### config.mk
export PLATFORM = sky130hd
export DESIGN_NAME = nb_update_engine
export DESIGN_NICKNAME = d
export VERILOG_FILES = /design/src/rtl/nb_update_engine.sv
export SDC_FILE = /design/constraint.sdc
export NUM_CORES = 1
export LEC_CHECK = 0
export BUFFER_PORTS_ARGS = -buffer_cell sky130_fd_sc_hd__buf_2
export CAP_MARGIN = 10
export CORE_MARGIN = 2
export CORE_UTILIZATION = 33
export DETAILED_ROUTE_END_ITERATION = 7
export PLACE_DENSITY_LB_ADDON = 0.05
export SETUP_SLACK_MARGIN = 0.4
export SLEW_MARGIN = 10
export SYNTH_ARGS = -nofsm -noshare
export SYNTH_HDL_FRONTEND = slang
export SYNTH_SLANG_ARGS = --single-unit
### constraint.sdc
create_clock -name clk -period 2.2 [get_ports clk]
set_input_delay 0.22 -clock clk [delete_from_list [all_inputs] [get_ports clk]]
set_output_delay 0.22 -clock clk [all_outputs]
set_load 0.05 [all_outputs]
### src/rtl/nb_update_engine.sv
// nb_update_engine: loads a/b/c/d, then iterates N steps of
// a <= b&c; d <= a^d; c <= a|b with either parallel (non-blocking)
// or serial (blocking) evaluation. valid/ready handshake on load and result.
//
// state | meaning
// IDLE  | waiting for a load; load_ready high
// RUN   | one update step per clock; busy high
// DONE  | result held on res_*; res_valid high until res_ready
module nb_update_engine #(
  parameter int WIDTH = 32,
  parameter int CNT_W = 8
) (
  input  logic             clk,
  input  logic             rst_n,
  input  logic             flush,
  input  logic             load_valid,
  output logic             load_ready,
  input  logic [WIDTH-1:0] load_a,
  input  logic [WIDTH-1:0] load_b,
  input  logic [WIDTH-1:0] load_c,
  input  logic [WIDTH-1:0] load_d,
  input  logic [CNT_W-1:0] num_steps,
  input  logic             blk_mode,
  output logic             busy,
  output logic [CNT_W-1:0] step_cnt,
  output logic             res_valid,
  input  logic             res_ready,
  output logic [WIDTH-1:0] res_a,
  output logic [WIDTH-1:0] res_c,
  output logic [WIDTH-1:0] res_d
);

  typedef enum logic [1:0] {IDLE = 2'd0, RUN = 2'd1, DONE = 2'd2} state_t;

  state_t           state, state_nxt;
  logic [WIDTH-1:0] a, b, c, d;
  logic [WIDTH-1:0] a_nxt, c_nxt, d_nxt;
  logic [CNT_W-1:0] n_reg;
  logic             mode_reg;
  logic             accept;
  logic             step_en;

  // State register
  always_ff @(posedge clk or negedge rst_n) begin
    if (!rst_n) state <= IDLE;
    else        state <= state_nxt;
  end

  // Next-state decode; flush overrides load accept and res_ready
  always_comb begin
    state_nxt = state;
    accept    = 1'b0;
    step_en   = 1'b0;
    if (flush) begin
      state_nxt = IDLE;
    end else begin
      case (state)
        IDLE: begin
          if (load_valid) begin
            accept    = 1'b1;
            state_nxt = (num_steps == '0) ? DONE : RUN;
          end
        end
        RUN: begin
          step_en = 1'b1;
          // n_reg is nonzero whenever RUN is entered, so n_reg-1 cannot underflow
          if (step_cnt == n_reg - CNT_W'(1)) state_nxt = DONE;
        end
        DONE: begin
          if (res_ready) state_nxt = IDLE;
        end
        default: state_nxt = IDLE;
      endcase
    end
  end

  // One update step; in serial mode d and c see the freshly computed a
  always_comb begin
    a_nxt = b & c;
    d_nxt = mode_reg ? (a_nxt ^ d) : (a ^ d);
    c_nxt = mode_reg ? (a_nxt | b) : (a | b);
  end

  // Operand, configuration and step-counter registers
  always_ff @(posedge clk or negedge rst_n) begin
    if (!rst_n) begin
      a        <= '0;
      b        <= '0;
      c        <= '0;
      d        <= '0;
      n_reg    <= '0;
      mode_reg <= 1'b0;
      step_cnt <= '0;
    end else if (accept) begin
      a        <= load_a;
      b        <= load_b;
      c        <= load_c;
      d        <= load_d;
      n_reg    <= num_steps;
      mode_reg <= blk_mode;
      step_cnt <= '0;
    end else if (step_en) begin
      a        <= a_nxt;
      c        <= c_nxt;
      d        <= d_nxt;
      step_cnt <= step_cnt + CNT_W'(1);
    end
  end

  assign load_ready = (state == IDLE);
  assign busy       = (state == RUN);
  assign res_valid  = (state == DONE);
  assign res_a      = a;
  assign res_c      = c;
  assign res_d      = d;

endmodule

Word level (Yosys, flattened, before mapping)
Index checks and enable logic that the tools add are counted.
Widths: inputs -> output; s select.
- $add $sub $neg: 2
- eq/ne operators: 6
- multiplexer cells: 21
- bitwise operators: 5
- reductions and logical operators: 4
- operator list (operator ; count):
    $mux 32 ; 8
    $or 32x32->32 ; 2
    $xor 32x32->32 ; 2
    $and 32x32->32 ; 1
    $mux 8 ; 2
    $mux 2 ; 5
    $add 8x1->8 const B ; 1
    $eq 8x8->1 ; 1
    $logic_not 8->1 ; 1
    $sub 8x1->8 const B ; 1
    $ne 3x2->1 const B ; 2
    $pmux 2 s3 ; 1
    $mux 1 ; 5
    $ne 3x3->1 const B ; 1
    $reduce_and 3->1 ; 1
    $eq 2x1->1 const B ; 1
    $eq 2x2->1 const B ; 1
    $logic_not 2->1 ; 1
    $reduce_bool 2->1 ; 1
- bits in registers: 147
- input port bits: 142
- output and inout bits: 107
- word-level logic and storage cells: 46

Longest topological paths before layout
- word-level depth: 5
- gate-level depth with buffers: 8
- depth with buffers taken out: 7

Worst setup path after synthesis
Ideal clock, no wire load.
- kind: register to register
- from: reg step_cnt[6]
- to: reg state[1]
- arrival time: 1863 ps
- slack: 272 ps
- cell stages (with the launch flop): 6
- path through: dfrtp_1 > xnor2_1 > and3_2 > or4b_4 > nor4b_2 > o21ba_1
- longest elaborated chain between the ends: 3
- RTL lines (what ; RTL line ; RTL):
    from (decl) ; 25 ; output logic [CNT_W-1:0] step_cnt,
    from (signal assigned) ; 106 ; step_cnt <= step_cnt + CNT_W'(1);
    $eq 8x8->1 ; 67 ; if (step_cnt == n_reg - CNT_W'(1)) state_nxt = DONE;
    $ne 3x2->1 (no source line) ; n/a ;
    $reduce_and 3->1 (no source line) ; n/a ;
    to (signal assigned) ; 46 ; else state <= state_nxt;
    to (decl) ; 35 ; state_t state, state_nxt;
Every way passes these cells.
A chain may end at the register's enable or synchronous reset.

Worst setup path in the final report
- from: reg n_reg[5]
- to: reg state[1]
- longest elaborated chain between the ends: 4
- RTL lines (what ; RTL line ; RTL):
    from (decl) ; 38 ; logic [CNT_W-1:0] n_reg;
    from (signal assigned) ; 99 ; n_reg <= num_steps;
    $sub 8x1->8 ; 67 ;
    $eq 8x8->1 ; 67 ;
    $ne 3x2->1 (no source line) ; n/a ;
    $reduce_and 3->1 (no source line) ; n/a ;
Every way passes these cells.

==> flow_summary.toml <==
[power_and_ir_drop]
power_per_cell_area_nw_per_um2 = 1316
vdd_drop_max_mv = 0.6136
p_leak_nw = 4.855

[finish]
final_area_sq_um = 10280
area_growth_syn_to_layout_pct = 43.94
fin_util = 0.4861
n_fill_cell = 2059
drive_gt1_frac = 0.2840
layout_common_cells = "buf_2, nand2_1, dfrtp_1, nor2_1, dlygate4sd3_1"
final_common_cell = "buf_2"
nets = 1273

[synth]
avgSynthCellArea_sq_um = 8.702
ys_ff_latch = 147
syn_inst = 821
synth_nets = 965
netlist_area_sq_um = 7144
synth_top_family_by_area = "simple AND/OR/NAND/NOR gates"
yosys_warnings = 0
ys_top_cells_by_area = "dfrtp_1, nand2_1, a31oi_1, nor2_1, a32oi_1"
synth_compound_area_frac = 0.1639
synth-simple-area-share = 0.2629
muxShareOfSynthArea = 0
synth.largest_area_cell = "dfrtp_1"
synth_xor_area_frac = 0.02084
ys_seq_area_frac = 0.5149
yosysUniqueCellTypes = 36
synth_top_area_frac = 0.5149
synth_adder_area_share = 0.003503

[worst_hold_path]
holdPathStages = 3
hp-class = "input port to register"

[critical_path]
critical_path_peak_fanout = 4
end_kind = "register"
critPathLaunchType = "register"
arrival_ns = 2.23
required_ns = 2.56
worst-r2r-cell-count = 5
crit_type = "register to register"

[drt]
drt_iter0_markers = 321
via_count = 7238
antenna_left = 0
drt-total-wl_um = 25350
routedWlPerCell_um = 17.89
drt-pass1-iter-count = 5
drc = 0
vias_per_cell = 5.108

[sta]
rsz0062_at_grt = "true"
setup_slack_ns = 0.3267
setup_viol_count_final = 0
maxSlewHeadroom = 0.5997
period_share = 0.8515
fmax_ghz = 0.5338
setup_tns_ns = 0
finalMaxSlewViolations = 0
worst_pin_slew_ns = 0.5990
clock_skew_ns = 0.01469
hold_ws_ns = 0.01552
min_period_ns = 1.873
hold_viol_final = 0

[place]
gp_congestion = 0.7754
hpwl_um = 14750
port_buffers = 248
dpl_cell_area_sq_um = 8723
dp_slack_ns = 0.2599

[global_route]
grt_pass1_vias = 6853
antenna_found_initial = 1
grt_pass1_wl_um = 36750
grt_overflow = 0
grt_max_degree = 75
grt_usage = 0.2095

[floorplanning]
num_rows = 53
fp.coreArea_sq_um = 21150
die_h_um = 151.1
die-area_sq_um = 22840
die_width_um = 151.1
start_util = 0.3377
ios = 249

[clocking]
clock_sinks = 147
clockBufferDepth = 2
ctsRootBufferMaster = "clkbuf_16"
cts_buffers = 17
cts_tree = "done"
clock_latency_ns = 0.42
htree_levels = 4
clk_pin_slew_ns = 0.07

[status]
outcome = "completed"

[flow_run]
maxCapViolations = 0
[kinds of logic after synthesis]
group | after synthesis
compound gates | 174
xor+xnor | 17
fa+ha+maj | 2
buf+inv | 59
flops | 147
simple gates | 422
[power by group]
part	internal, W	switching, W
Clock	0.00196	0.00121
Combinational	0.00166	0.00425
Sequential	0.00360	0.000863
Total	0.00722	0.00632
[critical path: stages (launching register included)]
cell and delay [ns]:
dfrtp_2 0.44, nor4_4 0.35, a21oi_1 0.11, or4b_4 0.55
nor4b_2 0.22, o21ba_1 0.13
[per-stage QoR]
| stage | total power (W) | cells |
|---|---|---|
| floorplan | 0.008492 | 821 |
| global placement | 0.01011 | 1300 |
| detailed placement | 0.01014 | 1300 |
| CTS | 0.01352 | 1403 |
| global route | 0.01428 | 1417 |
| finish | 0.01354 | 1417 |
[cell type report]
class                           instances  area (sq um)  share of cell area
Multi-Input combinational cell        616          3266              0.3176
Inverter                                3         11.26            0.001095
Sequential cell                       147          3684              0.3582
Timing Repair Buffer                  344          2345              0.2280
Antenna cell                            1         2.502           0.0002433
Tap cell                              275         344.1             0.03346
Clock buffer                           19         452.9             0.04404
Clock inverter                         12         178.9             0.01740
[what timing repair did]
action,4_1_cts,5_1_grt
pin swaps,3,2
endpoints found under the hold margin,100,1
hold buffers,66,1
gates cloned,2,4
setup endpoints to repair,72,143
gates resized for setup,6,3
buffers inserted,4,8
[per-layer routing]
metal	vias up	global-route usage	share of wire
met5	-	0	0
met4	0	0.05234	0.013
met3	27	0.05241	0.056
met2	207	0.3280	0.46
met1	3501	0.2917	0.48
li1	3503	-	-
[worst paths after layout]
kind                       slack [ns]   endpoint  startpoint
setup / recovery                 0.33   state[1]    n_reg[5]
hold / removal                   0.02       b[7]   load_b[7]
setup reg to reg                 0.33   state[1]    n_reg[5]
hold reg to reg                  0.49  res_a[20]   res_a[20]
max in group asynchronous        1.22  res_c[21]       rst_n
min in group asynchronous        0.27   n_reg[7]       rst_n
[cell usage after synthesis (all sizes together)]
master	n
nor3b	2
a31oi	64
nor2	79
dfrtp	147
o31a	1
a32oi	32
a211oi	2
and3	3
nand3b	1
inv	3
nor4	3
nand4	3
o31ai	32
or4b	1
clkbuf	33
o22ai	2
or3	32
and2	1
ha	2
nor4b	1
nand2b	1
o211ai	1
nand2	223
xor2	7
xnor2	10
nor2b	34
nor3	36
o21ai	34
a21oi	5
nand3	2
o21ba	1
buf	23
(Power assumes the default switching activity.)
